--- config.mk ---
export PLATFORM = sky130hd
export DESIGN_NAME = fifo_sync_v2
export DESIGN_NICKNAME = d
export VERILOG_FILES = /design/src/rtl/fifo_sync_v2.sv
export SDC_FILE = /design/constraint.sdc
export NUM_CORES = 1
export LEC_CHECK = 0
export CAP_MARGIN = 40
export CORE_MARGIN = 2
export CORE_UTILIZATION = 50
export CTS_CLUSTER_DIAMETER = 40
export DETAILED_ROUTE_END_ITERATION = 12
export DONT_BUFFER_PORTS = 1
export PLACE_DENSITY = 0.71
export SYNTH_ARGS = -nofsm -noshare
export SYNTH_HDL_FRONTEND = slang
export SYNTH_SLANG_ARGS = --single-unit
--- constraint.sdc ---
create_clock -name clk -period 3.3 [get_ports clk]
set_input_delay 0.495 -clock clk [delete_from_list [all_inputs] [get_ports clk]]
set_output_delay 0.495 -clock clk [all_outputs]
set_load 0.02 [all_outputs]
--- src/rtl/fifo_sync_v2.sv ---
// fifo_sync_v2: parametrised single-clock FIFO with fill level, programmable
// almost-full/almost-empty thresholds, read+write while full and sticky error
// flags. Any DEPTH >= 2 is supported; pointers wrap by explicit compare.
// Define FIFO_SYNC_V2_FWFT_EN for a first-word-fall-through read port
// (dout shows the head word combinationally and rd_en acknowledges a pop).
// Without the macro, dout is registered and valid one cycle after rd_en.
module fifo_sync_v2 #(
  parameter int DEPTH  = 16,
  parameter int WIDTH  = 8,
  parameter int LVL_W  = $clog2(DEPTH + 1),
  parameter int ADDR_W = $clog2(DEPTH)
) (
  input  logic             clk,
  input  logic             rst,
  input  logic             wr_en,
  input  logic [WIDTH-1:0] din,
  input  logic             rd_en,
  output logic [WIDTH-1:0] dout,
  output logic             dout_valid,
  output logic             full,
  output logic             empty,
  input  logic [LVL_W-1:0] af_thresh,
  input  logic [LVL_W-1:0] ae_thresh,
  output logic             almost_full,
  output logic             almost_empty,
  output logic [LVL_W-1:0] level,
  output logic             overflow,
  output logic             underflow,
  input  logic             clr_err,
  output logic             ovf_sticky,
  output logic             udf_sticky
);

  logic [WIDTH-1:0]  mem [DEPTH];

  logic [ADDR_W-1:0] wr_ptr_q, wr_ptr_d;
  logic [ADDR_W-1:0] rd_ptr_q, rd_ptr_d;
  logic [LVL_W-1:0]  level_q, level_d;
  logic              overflow_q, overflow_d;
  logic              underflow_q, underflow_d;
  logic              ovf_sticky_q, ovf_sticky_d;
  logic              udf_sticky_q, udf_sticky_d;
  logic              wr_ok, rd_ok;

  // Status flags decode the registered level; thresholds are used live.
  assign level        = level_q;
  assign full         = (level_q == LVL_W'(DEPTH));
  assign empty        = (level_q == '0);
  assign almost_full  = (level_q >= af_thresh);
  assign almost_empty = (level_q <= ae_thresh);
  assign overflow     = overflow_q;
  assign underflow    = underflow_q;
  assign ovf_sticky   = ovf_sticky_q;
  assign udf_sticky   = udf_sticky_q;

  // Acceptance, pointer/level next state and error flag next state.
  always_comb begin
    rd_ok        = rd_en && !empty;
    wr_ok        = wr_en && (!full || rd_ok);
    wr_ptr_d     = wr_ptr_q;
    rd_ptr_d     = rd_ptr_q;
    level_d      = level_q;
    if (wr_ok) begin
      wr_ptr_d = (wr_ptr_q == ADDR_W'(DEPTH - 1)) ? '0 : wr_ptr_q + 1'b1;
    end
    if (rd_ok) begin
      rd_ptr_d = (rd_ptr_q == ADDR_W'(DEPTH - 1)) ? '0 : rd_ptr_q + 1'b1;
    end
    case ({wr_ok, rd_ok})
      2'b10:   level_d = level_q + 1'b1;
      2'b01:   level_d = level_q - 1'b1;
      default: level_d = level_q;
    endcase
    overflow_d   = wr_en && !wr_ok;
    underflow_d  = rd_en && !rd_ok;
    // A new error on this edge wins over a coincident clear.
    ovf_sticky_d = overflow_d  ? 1'b1 : (clr_err ? 1'b0 : ovf_sticky_q);
    udf_sticky_d = underflow_d ? 1'b1 : (clr_err ? 1'b0 : udf_sticky_q);
  end

  // Control state registers, cleared asynchronously.
  always_ff @(posedge clk or posedge rst) begin
    if (rst) begin
      wr_ptr_q     <= '0;
      rd_ptr_q     <= '0;
      level_q      <= '0;
      overflow_q   <= 1'b0;
      underflow_q  <= 1'b0;
      ovf_sticky_q <= 1'b0;
      udf_sticky_q <= 1'b0;
    end else begin
      wr_ptr_q     <= wr_ptr_d;
      rd_ptr_q     <= rd_ptr_d;
      level_q      <= level_d;
      overflow_q   <= overflow_d;
      underflow_q  <= underflow_d;
      ovf_sticky_q <= ovf_sticky_d;
      udf_sticky_q <= udf_sticky_d;
    end
  end

  // Storage array; not reset. A read on the same edge sees the old word.
  always_ff @(posedge clk) begin
    if (wr_ok) begin
      mem[wr_ptr_q] <= din;
    end
  end

`ifdef FIFO_SYNC_V2_FWFT_EN
  // Head word is always presented; valid whenever something is stored.
  assign dout       = mem[rd_ptr_q];
  assign dout_valid = !empty;
`else
  logic [WIDTH-1:0] dout_q, dout_d;
  logic             dout_valid_q, dout_valid_d;

  // Registered read port: capture the head on an accepted read, else hold.
  always_comb begin
    dout_d       = dout_q;
    dout_valid_d = rd_ok;
    if (rd_ok) begin
      dout_d = mem[rd_ptr_q];
    end
  end

  // Read data register, cleared asynchronously.
  always_ff @(posedge clk or posedge rst) begin
    if (rst) begin
      dout_q       <= '0;
      dout_valid_q <= 1'b0;
    end else begin
      dout_q       <= dout_d;
      dout_valid_q <= dout_valid_d;
    end
  end

  assign dout       = dout_q;
  assign dout_valid = dout_valid_q;
`endif

endmodule

# Yosys cells after proc, flatten, opt, wreduce, memory -nomap -nowiden
# Memory sizes are Yosys's and may differ from the RTL's. A register that Yosys moved wholly into a read port is not among the register bits.
# Index checks and enable logic that the tools add are counted.
[word_totals]
regBits = 18
ram_bits = 128
wordCells = 41
n_memories = 1
[op_classes]
n_addsub = 4
n_lt_le_gt_ge = 2
n_eq_ne = 5
n_mux = 8
n_reduce_logical = 13
[mem_list]
columns = ["memory", "depth", "width", "rd", "rd_ports_with_merged_regs", "write_ports", "line", "rtl"]
rows = [
  ["mem", 16, 8, 1, 1, 1, "34", "logic [WIDTH-1:0] mem [DEPTH];"],
]
[op_table]
columns = ["operator", "count"]
rows = [
  ["$pmux W5 S2", 1],
  ["$add A4 B1 Y4 const B", 2],
  ["$eq A4 B4 Y1 const B", 2],
  ["$mux W4", 2],
  ["$reduce_bool A2 Y1", 3],
  ["$add A5 B1 Y5 const B", 1],
  ["$eq A5 B5 Y1 const B", 1],
  ["$ge A5 B5 Y1", 1],
  ["$le A5 B5 Y1", 1],
  ["$logic_not A5 Y1", 1],
  ["$mux W1", 5],
  ["$sub A5 B1 Y5 const B", 1],
  ["$logic_and A1 B1 Y1", 4],
  ["$logic_not A1 Y1", 4],
  ["$eq A2 B1 Y1 const B", 1],
  ["$eq A2 B2 Y1 const B", 1],
  ["$logic_or A1 B1 Y1", 1],
]

# Depth between registers and ports, before layout
# Gate-level depths: netlist of run 1.
[depth]
word_depth = 8
depth_mapped = 11

# Worst setup path after synthesis of run 1
# Ideal clock, no wire load.
[synth_path]
kind = "register -> register"
from = "reg level_q[3], in the netlist level[3]"
to = "reg level_q[4], in the netlist level[4]"
t_arrival_ps = 2555
required_time_ps = 3213
path_slack_ps = 658
path_stages_with_launch = 11
path_buffers = 0
period_less_slack_ps = 2642
path_cell_list = "dfrtp_1 -> nor4_4 -> nand2_2 -> inv_1 -> nor2_2 -> ha_1 -> nor2b_1 -> o21a_1 -> or2_2 -> o31a_1 -> o211ai_1"
[synth_between]
elab_chain_cells = 7
[synth_lines]
columns = ["element", "line", "rtl"]
rows = [
  ["start, declared", "38", "logic [LVL_W-1:0] level_q, level_d;"],
  ["start signal, assigned", "94", "level_q <= level_d;"],
  ["$logic_not A5 Y1 *", "48", "assign empty = (level_q == '0);"],
  ["via empty", "21", "output logic empty,"],
  ["$logic_not A1 Y1 *", "58", "rd_ok = rd_en && !empty;"],
  ["$logic_and A1 B1 Y1 *", "58", ""],
  ["$logic_or A1 B1 Y1", "59", "wr_ok = wr_en && (!full || rd_ok);"],
  ["$logic_and A1 B1 Y1", "59", ""],
  ["$eq A2 B1 Y1 or $eq A2 B2 Y1 (tied branches)", "69", "case ({wr_ok, rd_ok})"],
  ["$pmux W5 S2 or $reduce_bool A2 Y1 (tied branches)", "-", ""],
]
# Mark *: on every way through the listed nets, which the timed path passes. The rest lies on a longest branch.
# A chain may end at the register's enable or synchronous reset.

# Worst setup path after layout of run 1
# Ends and elaborated chain as after synthesis.

==> results of run 1 <==
[Yosys cell counts, types with 3 or more instances]
cell	instances	area share (%)
o211ai_1	4	0.46
nand2_1	21	1.2
buf_2	8	0.62
nor2_1	4	0.23
mux2i_1	17	2.6
a21oi_1	4	0.31
nand3_1	4	0.31
and3_1	5	0.48
a21o_1	5	0.58
inv_1	19	1.1
o21ai_0	9	0.70
o221ai_1	8	1.1
nand2b_1	3	0.29
nor2b_1	4	0.39
ha_1	18	3.5
mux4_2	32	11
and2_1	12	1.2
dfrtp_1	26	10
edfxtp_1	128	59
xnor2_1	5	0.68
[where the power goes]
part           switching [mW]  internal [mW]
combinational           0.803          0.787
sequential              0.367           2.38
clock                   0.737           1.10
total                    1.91           4.27
[sequential cells by signal, indices dropped and copies added, names as in the netlist]
signal / count
mem: 128
dout: 8
level: 5
rd_ptr_q: 4
wr_ptr_q: 4
dout_valid: 1
overflow: 1
ovf_sticky: 1
udf_sticky: 1
underflow: 1
[worst register-to-register path, cell delays in order, from the launching register on]
cell and delay [ns]:
dfrtp_1 0.54, nor4_4 0.45, nand2_2 0.13, inv_1 0.20, nor2_2 0.13, ha_1 0.33
nor2b_1 0.15, o21a_1 0.18, or2_2 0.30, o31a_1 0.25, o211ai_1 0.18
[final timing paths]
check                                        startpoint                       to  slack [ns]  cells after the start
worst max-delay path               level[3]$_DFFE_PP0P_     level[4]$_DFFE_PP0P_        0.37                     10
worst min-delay path                             din[0]     mem[13][0]$_DFFE_PP_        0.17                      0
worst max register to register     level[3]$_DFFE_PP0P_     level[4]$_DFFE_PP0P_        0.37                     10
worst min register to register  rd_ptr_q[3]$_DFFE_PP0P_  rd_ptr_q[3]$_DFFE_PP0P_        0.54                      1
max in group asynchronous                           rst  wr_ptr_q[0]$_DFFE_PP0P_        2.27                      3
min in group asynchronous                           rst      dout[1]$_DFFE_PP0P_        0.56                      2
[metrics by stage]
stage / worst slack [ns] / std cells
3_3_place_gp: 0.482 / 525
5_1_grt: 0.164 / 559
6_report: 0.372 / 559
2_1_floorplan: 0.658 / 360
4_1_cts: 0.356 / 559
3_5_place_dp: 0.364 / 526
[metal layers]
layer	vias up	share of wire (%)	global-route usage, %
met5	-	0	0
met4	0	1.3	7.45
met3	11	6.9	7.07
met2	102	48	28.3
met1	1656	43	24.4
li1	1438	-	-
[cell families (layout without fill, tap and decap cells)]
logic type | Yosys count | in the layout | share of synthesized area, %
compound gates | 37 | 37 | 4.20
xor+xnor | 5 | 5 | 0.677
fa+ha+maj | 19 | 19 | 3.79
buf+inv | 32 | 59 | 2.36
flops | 154 | 154 | 69.5
mux | 51 | 51 | 14.1
simple gates | 62 | 62 | 5.30
[cell type report]
type | count | area share [%]
well taps | 172 | 2.97
inverters | 20 | 1.04
clock inverters | 13 | 1.76
flip-flops and latches | 154 | 62.0
repair buffers | 7 | 1.21
clock buffers | 19 | 5.97
multi-input cells | 174 | 25.1
==> flow_summary.toml, run 1 <==
[detailed_routing]
num_vias = 3207
dr.pass1.iters = 4
drtIter0Drc = 173
drc = 0
wl_per_cell_um = 21.5
viasPerCell = 5.74
ant_nets = 0
wl_mm = 12.0

[timing]
min_period_ns = 2.93
rsz0062_at_grt = "false"
max_slew_margin_pct = 50.2
fin_setup_tns_ns = 0
report.final.slew_viol_count = 0
hold_ws_ns = 0.171
max_freq_ghz = 0.342
finalHoldViolCount = 0
finalSetupViolations = 0
timing.final.crit_share_pct = 88.7
fin_worst_skew_ns = 0.00586
tightest_slew_ns = 0.747

[logic_synthesis]
synth_edf_count = 128
synth_flop_cell = "edfxtp_1"
syn-num-nets = 402
syn_area_per_cell_um2 = 18.0
syn_inst = 360
yosysSeqAreaShare_pct = 69.5
synth-seq-cells = 154
ys_types = 40
netlist_area_um2 = 6460
synth_async_sr_flop_share_pct = 16.9
yosysWarnings = 0

[clock_network]
cts_sinks = 154
cts_tree = "built"
clk-insertion-delay-late_ns = 0.42
cts-root-buf = "clkbuf_16"
path_clk_slew_ns = 0.06
numCtsBuffers = 17
post_cts_buffers = 0
htree_levels = 4
cts_hold_buf = 1
clock_path_buffers = 2
cts_resized = 0

[grt]
overflow = 0
antenna_found_initial = 0
grt_max_degree = 29
grt_pass1_vias = 3291
grt_pass1_wl_mm = 18.8
grt_use_total_pct = 18.6

[finish]
multi_input_area_um2 = 1820
ff_latch_area_um2 = 4490
drive_gt1_share_pct = 19.6
area_growth_pct = 12.2
layout_commonest_cell = "edfxtp_1"
layout_common_cells = "edfxtp_1 (128), mux4_2 (32), dfrtp_1 (26)"
fillers = 949
antennaDiodeCount = 0
final_area_um2 = 7250
final_util_pct = 57.4
nNetsFinal = 416

[floorplan]
die-width_um = 118
start_util_pct = 51.2
io_pins = 45
die_h_um = 118
num_rows = 41
fp.coreArea_um2 = 12600
die_area_um2 = 13900

[power_and_ir_drop]
totalPowerFinal_mw = 6.18
peakVddDrop_uv = 362
p_per_area_nw_per_um2 = 852
p_leak_nw = 2.61

[critical_path]
crit_family = "simple AND/OR/NAND/NOR gates"
path_cells = "nor4_4, nand2_2, inv_1, nor2_2, ha_1, nor2b_1, o21a_1, or2_2, o31a_1, o211ai_1"
cp-start-kind = "register"
cp.required_ns = 3.63
criticalPathCategory = "register to register"
crit_path_end_kind = "register"
crit_slowest_cell = "dfrtp_1"
worst_ep_arrival_time_ns = 3.25
crit_buf_inv = 1
crit_fanout = 6
critPathMaxStageDelay_ns = 0.54

[placed_design]
gp_congestion = 0.811
portBuffers = 0
dpl_cell_area_um2 = 6680
dp_hpwl_mm = 7.78

[min_path]
holdCritPathClass = "input pin to register"

[job]
drv_cap = 0

[outcome]
status = "finished clean"
No activity file was read; power rests on OpenSTA's default activity.
==> run 2, diff against run 1 <==
--- a/config.mk
+++ b/config.mk
@@ -5,7 +5,6 @@
 export SDC_FILE = /design/constraint.sdc
 export NUM_CORES = 1
 export LEC_CHECK = 0
-export CAP_MARGIN = 40
 export CORE_MARGIN = 2
 export CORE_UTILIZATION = 50
 export CTS_CLUSTER_DIAMETER = 40
==> constraint.sdc (replaced) <==
create_clock -name clk -period 3.1 [get_ports clk]
set_input_delay 0.465 -clock clk [delete_from_list [all_inputs] [get_ports clk]]
set_output_delay 0.465 -clock clk [all_outputs]
set_load 0.02 [all_outputs]
==> flow_summary.toml, run 2 (synthesis gave the netlist of run 1 again) <==
[finish]
nNetsFinal = 413
antennaDiodeCount = 0
area_growth_pct = 11.6
layout_commonest_cell = "edfxtp_1"
layout_common_cells = "edfxtp_1 (128), mux4_2 (32), dfrtp_1 (26)"
multi_input_area_um2 = 1820
largest_reg_flops = 128
regMostFlops = "mem"
fillers = 965
drive_gt1_share_pct = 18.8
ff_latch_area_um2 = 4490

[grt]
grt_pass1_wl_mm = 18.4
antenna_found_initial = 0
overflow = 0
grt_pass1_vias = 3230
grt_use_total_pct = 18.1
grt_max_degree = 37

[clock_network]
cts_hold_buf = 0
clock_path_buffers = 2
cts-root-buf = "clkbuf_16"
cts_resized = 0
htree_levels = 4
cts_tree = "built"
numCtsBuffers = 17
cts_sinks = 154
clk-insertion-delay-late_ns = 0.42
path_clk_slew_ns = 0.06
post_cts_buffers = 0

[timing]
max_freq_ghz = 0.360
max_slew_margin_pct = 30.5
fin_setup_tns_ns = 0
finalSetupViolations = 0
finalHoldViolCount = 0
tightest_slew_ns = 1.04
fin_worst_skew_ns = 0.0101
worst_slack_ns = 0.319
rsz0062_at_grt = "false"
min_period_ns = 2.78
report.final.slew_viol_count = 0
timing.final.crit_share_pct = 89.7

[min_path]
hold_depth = 0
holdCritPathClass = "input pin to register"

[detailed_routing]
dr.pass1.iters = 4
wl_per_cell_um = 20.7
drtIter0Drc = 268
num_vias = 3127
ant_nets = 0
wl_mm = 11.5
viasPerCell = 5.62
drc = 0

[power_and_ir_drop]
totalPowerFinal_mw = 6.58
peakVddDrop_uv = 432
p_leak_nw = 2.59
p_per_area_nw_per_um2 = 912

[placed_design]
gp_congestion = 0.791
portBuffers = 0
dp_hpwl_mm = 7.46
pre_cts_slack_ns = 0.368

[floorplan]
die_h_um = 118
start_util_pct = 51.2
num_rows = 41
die_area_um2 = 13900
die-width_um = 118
fp.coreArea_um2 = 12600
io_pins = 45

[critical_path]
criticalPathCategory = "register to register"
cp.required_ns = 3.43
worst_ep_arrival_time_ns = 3.11
crit_buf_inv = 1
crit_path_end_kind = "register"
path_cells = "nor4_4, nand2_2, inv_1, nor2_2, ha_1, nor2b_1, o21a_1, or2_2, o31a_1, o211ai_1"
crit_slowest_cell = "dfrtp_1"
crit_family = "simple AND/OR/NAND/NOR gates"
cp-start-kind = "register"
critPathMaxStageDelay_ns = 0.54
crit_fanout = 6
crit_cells = 10
reg2regPathDepth = 10

[job]
drv_cap = 0

[outcome]
status = "finished clean"
==> run 2: metrics by stage <==
stage | instances | hold WS, ns | cell area (um2) | util (%)
after detailed placement | 524 | 0.537 | 6630 | 52.5
after CTS | 556 | 0.124 | 7220 | 57.2
final | 556 | 0.140 | 7220 | 57.2
after floorplan | 360 | 0.485 | 6460 | -
after global placement | 524 | 0.521 | 6630 | 52.5
after global routing | 556 | 0.122 | 7220 | 57.2
==> run 2: worst paths after layout <==
check                                              from                 endpoint  slack, ns
worst min register to register  rd_ptr_q[3]$_DFFE_PP0P_  rd_ptr_q[3]$_DFFE_PP0P_       0.55
min in group asynchronous                           rst      dout[0]$_DFFE_PP0P_       0.19
worst max register to register     level[3]$_DFFE_PP0P_     level[4]$_DFFE_PP0P_       0.32
worst min-delay path                             din[3]     mem[11][3]$_DFFE_PP_       0.14
worst max-delay path               level[3]$_DFFE_PP0P_     level[4]$_DFFE_PP0P_       0.32
max in group asynchronous                           rst  wr_ptr_q[2]$_DFFE_PP0P_       2.27
==> run 2: worst register-to-register path: cells and delay by family, from the launching register on <==
| family | cells | cell delay, ns |
|---|---|---|
| simple gates | 5 | 1.12 |
| compound gates | 3 | 0.59 |
| flops | 1 | 0.54 |
| fa+ha+maj | 1 | 0.33 |
| buf+inv | 1 | 0.12 |
==> run 2: final cells by class <==
cell class / count / area share (%)
clock buffers: 21 / 6.10
well taps: 172 / 2.98
repair buffers: 4 / 0.416
multi-input cells: 174 / 25.2
inverters: 20 / 1.04
clock inverters: 11 / 1.99
flip-flops and latches: 154 / 62.3
==> run 2: metal layers <==
| metal | GRT usage (%) | vias to the layer above | share of wire (%) |
|---|---|---|---|
| li1 | - | 1431 | - |
| met1 | 23.7 | 1588 | 41 |
| met2 | 27.8 | 97 | 49 |
| met3 | 6.06 | 11 | 9.2 |
| met4 | 8.21 | 0 | 1.5 |
| met5 | 0 | - | 0 |
==> run 2: power breakdown <==
| group | switching (mW) | internal, mW |
|---|---|---|
| clock | 0.767 | 1.26 |
| sequential | 0.320 | 2.53 |
| combinational | 0.892 | 0.805 |
==> run 3, diff against run 2 <==
--- a/config.mk
+++ b/config.mk
@@ -11,6 +11,7 @@
 export DETAILED_ROUTE_END_ITERATION = 12
 export DONT_BUFFER_PORTS = 1
 export PLACE_DENSITY = 0.71
+export SKIP_LAST_GASP = 1
 export SYNTH_ARGS = -nofsm -noshare
 export SYNTH_HDL_FRONTEND = slang
 export SYNTH_SLANG_ARGS = --single-unit
==> results of run 3 <==
Same layout as run 2: the final DEF is identical, and so are final timing and power.
